<file path="src/rtl/wb_arbiter_n.sv">
// N-master to 1-slave Wishbone classic-cycle arbiter. Grants are fixed-priority or round-robin,
// ownership lasts a whole CYC burst, and a watchdog aborts transfers whose slave never acks.
module wb_arbiter_n #(
    parameter int NUM_MASTERS = 4,
    parameter int ADDR_WIDTH  = 32,
    parameter int DATA_WIDTH  = 32,
    parameter int SEL_WIDTH   = DATA_WIDTH / 8,
    parameter int ROUND_ROBIN = 1,
    parameter int TIMEOUT     = 256
) (
    input  logic                              clk,
    input  logic                              rst,
    input  logic [NUM_MASTERS-1:0]            i_m_we,
    input  logic [NUM_MASTERS-1:0]            i_m_cyc,
    input  logic [NUM_MASTERS-1:0]            i_m_stb,
    input  logic [NUM_MASTERS*SEL_WIDTH-1:0]  i_m_sel,
    input  logic [NUM_MASTERS*ADDR_WIDTH-1:0] i_m_adr,
    input  logic [NUM_MASTERS*DATA_WIDTH-1:0] i_m_dat,
    output logic [NUM_MASTERS-1:0]            o_m_ack,
    output logic [NUM_MASTERS-1:0]            o_m_err,
    output logic [NUM_MASTERS-1:0]            o_m_int,
    output logic [DATA_WIDTH-1:0]             o_m_dat,
    output logic                              o_s_we,
    output logic                              o_s_stb,
    output logic                              o_s_cyc,
    output logic [SEL_WIDTH-1:0]              o_s_sel,
    output logic [ADDR_WIDTH-1:0]             o_s_adr,
    output logic [DATA_WIDTH-1:0]             o_s_dat,
    input  logic [DATA_WIDTH-1:0]             i_s_dat,
    input  logic                              i_s_ack,
    input  logic                              i_s_int,
    output logic [NUM_MASTERS-1:0]            o_grant,
    output logic                              o_timeout
);

    localparam int IDX_W = $clog2(NUM_MASTERS);
    localparam int WD_W  = (TIMEOUT > 1) ? $clog2(TIMEOUT) : 1;
    localparam logic [WD_W-1:0]  WD_LAST    = WD_W'((TIMEOUT > 0) ? TIMEOUT - 1 : 0);
    localparam logic [IDX_W-1:0] LAST_RESET = IDX_W'(NUM_MASTERS - 1);

    typedef enum logic [1:0] {
        ST_IDLE,
        ST_OWN,
        ST_ABORT
    } state_e;

    state_e                 state_q, state_d;
    logic [IDX_W-1:0]       owner_q, owner_d;
    logic [IDX_W-1:0]       last_q, last_d;
    logic [NUM_MASTERS-1:0] grant_q, grant_d;
    logic [WD_W-1:0]        wd_q, wd_d;

    logic [IDX_W-1:0]       winner;
    logic [IDX_W-1:0]       cand;
    logic                   found;

    logic                   own_cyc, own_stb, own_we;
    logic [SEL_WIDTH-1:0]   own_sel;
    logic [ADDR_WIDTH-1:0]  own_adr;
    logic [DATA_WIDTH-1:0]  own_dat;

    // Winner search: round-robin starts just after the last grant, fixed starts at master 0.
    always_comb begin
        // NOTE: every combinational output gets a default first so no path can infer a latch.
        winner = '0;
        cand   = '0;
        found  = 1'b0;
        for (int i = 0; i < NUM_MASTERS; i++) begin
            if (ROUND_ROBIN != 0) begin
                cand = IDX_W'((int'(last_q) + 1 + i) % NUM_MASTERS);
            end else begin
                cand = IDX_W'(i);
            end
            if (!found && i_m_cyc[cand]) begin
                winner = cand;
                found  = 1'b1;
            end
        end
    end

    always_comb begin
        own_cyc = 1'b0;
        own_stb = 1'b0;
        own_we  = 1'b0;
        own_sel = '0;
        own_adr = '0;
        own_dat = '0;
        for (int k = 0; k < NUM_MASTERS; k++) begin
            if (owner_q == IDX_W'(k)) begin
                own_cyc = i_m_cyc[k];
                own_stb = i_m_stb[k];
                own_we  = i_m_we[k];
                own_sel = i_m_sel[k*SEL_WIDTH +: SEL_WIDTH];
                own_adr = i_m_adr[k*ADDR_WIDTH +: ADDR_WIDTH];
                own_dat = i_m_dat[k*DATA_WIDTH +: DATA_WIDTH];
            end
        end
    end

    always_comb begin
        state_d   = state_q;
        owner_d   = owner_q;
        last_d    = last_q;
        grant_d   = grant_q;
        wd_d      = '0;
        o_m_ack   = '0;
        o_m_err   = '0;
        o_m_int   = '0;
        o_s_we    = 1'b0;
        o_s_stb   = 1'b0;
        o_s_cyc   = 1'b0;
        o_s_sel   = '0;
        o_s_adr   = '0;
        o_s_dat   = '0;
        o_timeout = 1'b0;

        unique case (state_q)
            ST_IDLE: begin
                if (|i_m_cyc) begin
                    state_d = ST_OWN;
                    owner_d = winner;
                    last_d  = winner;
                    grant_d = NUM_MASTERS'(1) << winner;
                end
            end

            ST_OWN: begin
                o_s_cyc = own_cyc;
                o_s_stb = own_stb;
                o_s_we  = own_we;
                o_s_sel = own_sel;
                o_s_adr = own_adr;
                o_s_dat = own_dat;
                // grant_q is the one-hot owner, so masking routes ack/int to the owner only.
                o_m_ack = grant_q & {NUM_MASTERS{i_s_ack}};
                o_m_int = grant_q & {NUM_MASTERS{i_s_int}};

                if (own_stb && !i_s_ack) begin
                    wd_d = wd_q + WD_W'(1);
                end

                if (!own_cyc && !i_s_ack) begin
                    state_d = ST_IDLE;
                    grant_d = '0;
                end else if ((TIMEOUT != 0) && own_stb && !i_s_ack && (wd_q == WD_LAST)) begin
                    o_m_err   = grant_q;
                    o_timeout = 1'b1;
                    state_d   = ST_ABORT;
                    wd_d      = '0;
                end
            end

            ST_ABORT: begin
                // The owner keeps the grant until it drops CYC; a late ack is swallowed.
                if (!own_cyc) begin
                    state_d = ST_IDLE;
                    grant_d = '0;
                end
            end

            default: begin
                state_d = ST_IDLE;
                grant_d = '0;
            end
        endcase
    end

    assign o_m_dat = i_s_dat;
    assign o_grant = grant_q;

    always_ff @(posedge clk) begin
        // NOTE: state registers use non-blocking assignments so all of them update from the same pre-edge values.
        if (rst) begin
            state_q <= ST_IDLE;
            owner_q <= '0;
            last_q  <= LAST_RESET;
            grant_q <= '0;
            wd_q    <= '0;
        end else begin
            state_q <= state_d;
            owner_q <= owner_d;
            last_q  <= last_d;
            grant_q <= grant_d;
            wd_q    <= wd_d;
        end
    end

endmodule

</file>
<file path="config.mk">
export PLATFORM = sky130hd
export DESIGN_NAME = wb_arbiter_n
export DESIGN_NICKNAME = d
export VERILOG_FILES = /design/src/rtl/wb_arbiter_n.sv
export SDC_FILE = /design/constraint.sdc
export NUM_CORES = 1
export LEC_CHECK = 0
export ABC_AREA = 1
export CAP_MARGIN = 10
export CELL_PAD_IN_SITES_DETAIL_PLACEMENT = 0
export CELL_PAD_IN_SITES_GLOBAL_PLACEMENT = 1
export CORE_AREA = 3 3 169 171
export DETAILED_ROUTE_END_ITERATION = 7
export DIE_AREA = 0 0 172 174
export GPL_TIMING_DRIVEN = 0
export PLACE_DENSITY = 0.78
export SKIP_CTS_REPAIR_TIMING = 1
export SKIP_LAST_GASP = 1
export SLEW_MARGIN = 25
export SYNTH_ARGS = -nofsm -noshare
export SYNTH_HDL_FRONTEND = slang
export SYNTH_SLANG_ARGS = --single-unit
export TNS_END_PERCENT = 20
</file>
<file path="constraint.sdc">
create_clock -name clk -period 2 [get_ports clk]
set_input_delay 0.5 -clock clk [delete_from_list [all_inputs] [get_ports clk]]
set_output_delay 0.5 -clock clk [all_outputs]
set_load 0.02 [all_outputs]
</file>
==> results of run 1 <==
[kinds of logic after synthesis]
| kind of cell | count (synthesis) | synth area share |
|---|---|---|
| AO/OA/AOI/OAI | 178 | 0.306 |
| XOR/XNOR | 4 | 0.00973 |
| adder cells (fa/ha/maj) | 1 | 0.00347 |
| buffers and inverters | 155 | 0.205 |
| flip-flops | 18 | 0.100 |
| AND/OR/NAND/NOR | 307 | 0.375 |
[stage by stage]
step / cells / hold WS (ps) / total power, mW / worst slack [ps] / TNS, ps
CTS: 1414 / 452 / 5.28 / -1570 / -105760
global route: 1430 / 489 / 5.99 / -459 / -29580
finish: 1430 / 454 / 5.56 / -359 / -20460
global placement: 1410 / 430 / 4.83 / -1330 / -86800
detailed placement: 1410 / 445 / 4.83 / -1300 / -83960
floorplan: 663 / 418 / 2.72 / -9.37 / -18.7
[sequential cells by signal, indices dropped and copies added (netlist names)]
signal,flops
wd_q,8
o_grant,4
last_q,2
owner_q,2
state_q,2
[cell type report]
cell class,instances,area [sq um]
timing repair buffer,422,4170
inverter,71,277
buffer,84,641
tap,341,427
sequential,18,367
fill,2942,18500
clock buffer,4,88.8
multi-input combinational,490,2590
[routing by layer]
metal	vias to the layer above	wire length, microns
met3	16	1780
met5	-	0
met4	0	238
met1	2879	11400
met2	233	13300
li1	3091	-
[synth_stat cells (2+ instances only)]
library cell	n	area (sq um)
nand3_1	98	490
buf_4	38	285
nor2_2	2	12.5
o21ai_0	51	255
a21oi_1	35	175
or2_1	16	100
inv_2	7	26.3
clkbuf_1	34	128
o22ai_1	5	31.3
dfxtp_1	18	360
buf_2	10	50.1
nor3_1	5	25.0
buf_1	2	7.51
o221ai_1	26	228
o211ai_1	40	300
nor2_1	54	203
nand4_1	3	18.8
nand2_1	125	469
o21ai_1	19	95.1
inv_1	63	236
xor2_1	3	26.3
[path summary, 6_finish.rpt]
path	endpoint
max	o_s_sel[2]
min	wd_q[0]$_SDFF_PP0_
max reg2reg	wd_q[0]$_SDFF_PP0_
min reg2reg	wd_q[0]$_SDFF_PP0_
[layout by cell type (no fill, tap or decap), types with 3 or more instances in the layout]
cell             count
buf_2               11
nand3_1             95
o211ai_1            40
clkbuf_4             7
or2_1               16
o22ai_1              5
buf_12               4
nand4_1              3
nor2_1              53
o221ai_1            25
o21ai_1             21
buf_6               11
inv_1               61
buf_8                3
clkbuf_16            5
buf_4               59
clkdlybuf4s50_1    318
dfxtp_1             15
nand2_1            122
a21oi_1             34
nor2_4               3
nor3_1               4
dlymetal6s2s_1      44
nand2_2              4
xor2_1               3
nand3_2              3
clkbuf_2            44
o21ai_0             47
inv_2                7
[worst reg2reg max path, cell delays in order (launching register included)]
cell	delay [ps]
dfxtp_2	320
buf_12	140
nor2_4	240
nand2_1	80
o211ai_1	120
o21ai_2	120
nand2_1	90
inv_2	50
buf_4	130
buf_4	120
nand3_2	140
nor2_1	60
[where the power goes]
group	total, mW	internal [mW]	switching (mW)
Combinational	4.67	2.10	2.57
Sequential	0.461	0.412	0.0498
Clock	0.429	0.304	0.125
Total	5.56	2.82	2.75
==> impl_metrics.sql, run 1 <==
INSERT INTO impl_metrics (metric_group, metric, value, unit) VALUES
('status', 'outcome', 'finished, violations left', ''),
('status', 'violated_checks', 'setup timing', ''),
('synthesis', 'synth_sequential_area_ratio', '0.100', ''),
('global_routing', 'grt_util_met1', '0.218', ''),
('setup_path', 'path_cells', 'buf_12 > nor2_4 > inv_4 > buf_6 > or2_1 > o221ai_1 > a21oi_1 > buf_2', ''),
('setup_path', 'cp-startpoint', 'owner_q[0]$_SDFFE_PP0P_', ''),
('global_routing', 'first_pass_grt_wire_length', '37300', 'microns'),
('routing', 'detailedRoute.firstIterationViolations', '240', ''),
('timing', 'setup_repair_after_global_routing_missed_its_margin', 'yes', ''),
('finish', 'finalNetCount', '1411', ''),
('synthesis', 'async_set_or_reset_flop_fraction_in_the_synthesized_netlist', '0', ''),
('die', 'die-area', '29900', 'sq um'),
('power', 'p_leak', '4.37', 'nW'),
('clock_tree', 'clock_tree.buffer_depth', '2', ''),
('synthesis', 'syn-cell-area', '3600', 'sq um'),
('global_routing', 'grt-busiest-layer', 'met2', ''),
('global_routing', 'use_met3', '0.0193', ''),
('setup_path', 'reg2reg_setup_slack', '270', 'ps'),
('place', 'cell_area_reported_after_detailed_placement', '8090', 'sq um'),
('setup_path', 'critical_path.max_stage_delay', '320', 'ps'),
('die', 'design.core.area', '27000', 'sq um'),
('setup_path', 'critical_path.endpoint_type', 'output pin', ''),
('global_routing', 'grt.met2_usage', '0.282', ''),
('routing', 'vias', '6219', ''),
('timing', 'timing_worst_slew_pin_value', '501', 'ps'),
('setup_path', 'worst-r2r-cell-count', '11', ''),
('die', 'die_y', '174', 'microns'),
('routing', 'vias_per_cell', '4.35', ''),
('place', 'routability_cong', '0.830', ''),
('place', 'hpwlAfterDp', '22100', 'microns'),
('global_routing', 'grt_antenna_before_repair', '0', ''),
('synthesis', 'postSynthNetCount', '984', ''),
('clock_tree', 'cts_htree_levels', '1', ''),
('hold_path', 'min_path_type', 'reg2reg', ''),
('timing', 'hold_violations', '0', ''),
('setup_path', 'cp_top_family', 'buffers and inverters', ''),
('routing', 'post-route-drc-count', '0', ''),
('synthesis', 'synth_area_per_inst', '5.43', 'sq um'),
('hold_path', 'hold_start', 'wd_q[0]$_SDFF_PP0_', ''),
('setup_path', 'critPathLaunchType', 'flip-flop', ''),
('synthesis', 'post_synth_inst_count', '663', ''),
('synthesis', 'synthesis.yosys.warnings', '0', ''),
('global_routing', 'globalRouteTotalUtil', '0.161', ''),
('setup_path', 'timing_worst_setup_path_type', 'reg2out', ''),
('power', 'cellPowerDensity', '650', 'nW/um^2'),
('power', 'power.ir.vdd_worst', '377', 'uV'),
('place', 'placement.io_buffers', '406', ''),
('setup_path', 'critPathMaxFanout', '10', ''),
('finish', 'area_delta_synth_final', '138', '%'),
('finish', 'diodes', '0', ''),
('clock_tree', 'cts_tree', 'done', ''),
('routing', 'post_drt_wl_per_cell', '18.7', 'microns'),
('routing', 'route.antenna.remaining_nets', '0', ''),
('timing', 'fin_crit', '2360', 'ps'),
('setup_path', 'crit_required', '1500', 'ps'),
('synthesis', 'synth.distinct_cells', '30', ''),
('finish', 'layout-drive-gt1-share', '0.163', ''),
('setup_path', 'timing.critical_path.slowest_stage_cell', 'dfxtp_2', ''),
('die', 'floorplan.initialDensity', '0.133', ''),
('timing', 'fin_ws', '-359', 'ps'),
('synthesis', 'synth_enable_flop_cells', '0', ''),
('run', 'drv_cap', '0', ''),
('global_routing', 'first_global_vias', '6122', ''),
('synthesis', 'synth_top_flop_cell', 'dfxtp_1', ''),
('synthesis', 'postSynthRegisterBits', '18', ''),
('global_routing', 'grt_start_max_net_pins', '11', ''),
('timing', 'maxClockFrequency', '0.424', 'GHz'),
('die', 'die_width', '172', 'microns'),
('global_routing', 'global_route.overflow_total', '0', ''),
('clock_tree', 'clock_transition_at_the_register_clock_pins_on_the_worst_setup_and_hold_paths_after_cts', '50', 'ps'),
('timing', 'setup_viol_count_final', '82', '');
No activity file was read; power rests on OpenSTA's default activity.
==> run 2, diff against run 1 <==
--- a/config.mk
+++ b/config.mk
@@ -9,11 +9,13 @@
 export CAP_MARGIN = 10
 export CELL_PAD_IN_SITES_DETAIL_PLACEMENT = 0
 export CELL_PAD_IN_SITES_GLOBAL_PLACEMENT = 1
-export CORE_AREA = 3 3 169 171
+export CORE_AREA = 3 3 168 170
 export DETAILED_ROUTE_END_ITERATION = 7
-export DIE_AREA = 0 0 172 174
+export DIE_AREA = 0 0 171 173
 export GPL_TIMING_DRIVEN = 0
-export PLACE_DENSITY = 0.78
+export PLACE_DENSITY = 0.79
+export RECOVER_POWER = 25
+export SETUP_SLACK_MARGIN = 0.02
 export SKIP_CTS_REPAIR_TIMING = 1
 export SKIP_LAST_GASP = 1
 export SLEW_MARGIN = 25
==> constraint.sdc (replaced) <==
create_clock -name clk -period 3.05 [get_ports clk]
set_input_delay 0.7625 -clock clk [delete_from_list [all_inputs] [get_ports clk]]
set_output_delay 0.7625 -clock clk [all_outputs]
set_load 0.02 [all_outputs]
==> impl_metrics.sql, run 2 (synthesis results as in run 1) <==
INSERT INTO impl_metrics (metric_group, metric, value, unit) VALUES
('status', 'outcome', 'finished, violations left', ''),
('status', 'violated_checks', 'setup timing', ''),
('timing', 'post-route-period-util', '1.07', ''),
('setup_path', 'reg2reg_setup_slack', '1230', 'ps'),
('finish', 'largest_register_ff_count', '8', ''),
('timing', 'maxSlewViolCount', '0', ''),
('finish', 'registers.top_by_ff_count', 'wd_q', ''),
('clock_tree', 'cts.sink_count', '18', ''),
('die', 'placement_rows', '60', ''),
('finish', 'diodes', '0', ''),
('clock_tree', 'cts-root-buf', 'clkbuf_16', ''),
('finish', 'area_delta_synth_final', '131', '%'),
('die', 'die_y', '173', 'microns'),
('clock_tree', 'cts_tree', 'done', ''),
('die', 'design.core.area', '26900', 'sq um'),
('timing', 'hold_violations', '0', ''),
('finish', 'finalNetCount', '1400', ''),
('clock_tree', 'clock_transition_at_the_register_clock_pins_on_the_worst_setup_and_hold_paths_after_cts', '50', 'ps'),
('global_routing', 'first_global_vias', '6200', ''),
('finish', 'most_common_cell_after_layout_fill_and_taps_aside', 'clkdlybuf4s50_1', ''),
('setup_path', 'worstPathArrival', '2500', 'ps'),
('timing', 'fin_hold_ws', '459', 'ps'),
('timing', 'maxClockFrequency', '0.306', 'GHz'),
('finish', 'highest_count_cells_in_the_layout_ignoring_fill_and_taps', 'clkdlybuf4s50_1 (378), nand2_1 (125), nand3_1 (99)', ''),
('place', 'hpwlAfterDp', '22200', 'microns'),
('routing', 'vias_per_cell', '4.35', ''),
('hold_path', 'hold_depth', '1', ''),
('clock_tree', 'clkLatencyLatePin', '240', 'ps'),
('power', 'switching_share', '0.504', ''),
('timing', 'fin_ws', '-216', 'ps'),
('global_routing', 'globalRouteTotalUtil', '0.163', ''),
('routing', 'post-route-drc-count', '0', ''),
('global_routing', 'grt_start_max_net_pins', '11', ''),
('finish', 'post-route-cell-area', '8330', 'sq um'),
('power', 'cellPowerDensity', '420', 'nW/um^2'),
('power', 'p_int', '1.74', 'mW'),
('timing', 'fin_worst_skew', '2.22', 'ps'),
('routing', 'vias', '6176', ''),
('setup_path', 'critical_path.endpoint_type', 'output pin', ''),
('place', 'placement.io_buffers', '406', ''),
('clock_tree', 'clock_tree.buffer_depth', '2', ''),
('run', 'drv_cap', '0', ''),
('timing', 'max_slew_margin', '0.635', ''),
('routing', 'route.antenna.remaining_nets', '0', ''),
('hold_path', 'whs_endpoint', 'wd_q[0]$_SDFF_PP0_', ''),
('power', 'pwr-share-clk', '0.081', ''),
('setup_path', 'critical_path.reg2reg.startpoint', 'owner_q[0]$_SDFFE_PP0P_', ''),
('setup_path', 'path_cells', 'clkbuf_4 > nor2_4 > buf_4 > inv_2 > clkbuf_2 > or2_1 > o221ai_1 > a21oi_1 > clkdlybuf4s50_1', ''),
('setup_path', 'crit_required', '2290', 'ps'),
('global_routing', 'first_pass_grt_wire_length', '37300', 'microns'),
('setup_path', 'critical_path.max_stage_delay', '670', 'ps'),
('setup_path', 'timing_worst_setup_path_type', 'reg2out', ''),
('global_routing', 'grt_antenna_before_repair', '0', ''),
('clock_tree', 'cts_buffers', '3', ''),
('setup_path', 'critPathMaxFanout', '10', ''),
('timing', 'setup_viol_count_final', '51', ''),
('place', 'routability_cong', '0.894', ''),
('setup_path', 'worst-r2r-cell-count', '9', ''),
('routing', 'detail_route.first_pass.iterations', '5', ''),
('die', 'die_width', '171', 'microns'),
('finish', 'fillers', '2951', ''),
('die', 'floorplan.initialDensity', '0.134', ''),
('routing', 'detailedRoute.firstIterationViolations', '325', ''),
('routing', 'post_drt_wl_per_cell', '18.7', 'microns'),
('clock_tree', 'cts_htree_levels', '1', ''),
('global_routing', 'global_route.overflow_total', '0', ''),
('setup_path', 'critPathLaunchType', 'flip-flop', ''),
('routing', 'routed_wirelength', '26600', 'microns'),
('power', 'power.ir.vdd_worst', '289', 'uV'),
('die', 'floorplan.io_pins', '440', ''),
('timing', 'setup_repair_after_global_routing_missed_its_margin', 'yes', ''),
('setup_path', 'timing.critical_path.slowest_stage_cell', 'clkdlybuf4s50_1', ''),
('place', 'setup_slack_after_placement', '-618', 'ps'),
('hold_path', 'min_path_type', 'reg2reg', ''),
('power', 'p_seq_frac', '0.085', ''),
('finish', 'regArea', '362', 'sq um'),
('power', 'share_comb_of_total_power', '0.834', ''),
('power', 'switchingPower', '1.76', 'mW'),
('power', 'p_leak', '3.82', 'nW'),
('place', 'cell_area_reported_after_detailed_placement', '8090', 'sq um'),
('timing', 'timing_worst_slew_pin_value', '547', 'ps'),
('die', 'die-area', '29600', 'sq um'),
('finish', 'area_of_the_multi_input_gates', '2500', 'sq um'),
('hold_path', 'hold_start', 'wd_q[0]$_SDFF_PP0_', ''),
('timing', 'fin_crit', '3270', 'ps'),
('finish', 'layout-drive-gt1-share', '0.0891', ''),
('setup_path', 'timing.rr.end', 'wd_q[5]$_SDFF_PP0_', '');
## run 2: cell type report
cell class / instances / share of cell area
plain buffers: 84 / 0.0626
clock buffers: 4 / 0.0107
inverters: 71 / 0.0324
multi-input cells: 490 / 0.301
flip-flops and latches: 18 / 0.0434
well taps: 341 / 0.0512
repair buffers: 411 / 0.499
## run 2: routing by layer
layer	global-route usage	vias to the layer above	routed length [microns]
met5	0	-	0
met4	0.0231	0	431
met3	0.0261	23	2050
met2	0.294	278	13200
met1	0.207	2815	10900
li1	-	3060	-
## run 2: worst max path at each step
stage	start	endpoint	cells after the start
finish	owner_q[0]$_SDFFE_PP0P_	o_s_sel[0]	9
CTS	state_q[0]$_SDFFE_PP0P_	o_s_sel[0]	6
floorplan	i_m_cyc[1]	o_m_err[1]	6
detailed placement	state_q[0]$_SDFFE_PP0P_	o_s_sel[0]	6
global route	owner_q[0]$_SDFFE_PP0P_	o_s_adr[26]	9
global placement	state_q[0]$_SDFFE_PP0P_	o_s_sel[0]	6
## run 2: power by group through the flow
stage	Clock, mW	Sequential [mW]	Combinational [mW]
after floorplan	0	0.308	1.48
after global routing	0.302	0.302	3.15
final	0.283	0.298	2.92
after CTS	0.291	0.295	2.90
after detailed placement	0	0.298	2.88
after global placement	0	0.298	2.89
## run 2: through the flow
step            util  TNS [ps]  total power [mW]  instances
6_report       0.310     -5480              3.50       1419
5_1_grt        0.310    -13660              3.75       1419
4_1_cts        0.304    -46400              3.48       1414
3_5_place_dp   0.301    -24510              3.18       1410
3_3_place_gp   0.301    -22740              3.19       1410
2_1_floorplan      -         0              1.79        663
## run 2: worst max-delay path, delay by kind of cell (launching register included)
family / cells / cell delay, ps
AOI/OAI and AO/OA: 2 / 330
buffers and inverters: 5 / 1400
DFF: 1 / 310
and+or+nand+nor: 2 / 220
==> run 3, diff against run 2 <==
--- a/config.mk
+++ b/config.mk
@@ -6,6 +6,7 @@
 export NUM_CORES = 1
 export LEC_CHECK = 0
 export ABC_AREA = 1
+export ABC_CLOCK_PERIOD_IN_PS = 3050
 export CAP_MARGIN = 10
 export CELL_PAD_IN_SITES_DETAIL_PLACEMENT = 0
 export CELL_PAD_IN_SITES_GLOBAL_PLACEMENT = 1
@@ -18,7 +19,7 @@
 export SETUP_SLACK_MARGIN = 0.02
 export SKIP_CTS_REPAIR_TIMING = 1
 export SKIP_LAST_GASP = 1
-export SLEW_MARGIN = 25
+export SLEW_MARGIN = 10
 export SYNTH_ARGS = -nofsm -noshare
 export SYNTH_HDL_FRONTEND = slang
 export SYNTH_SLANG_ARGS = --single-unit
==> results of run 3 <==
The final DEF is identical to that of run 2; final timing and power are the same.
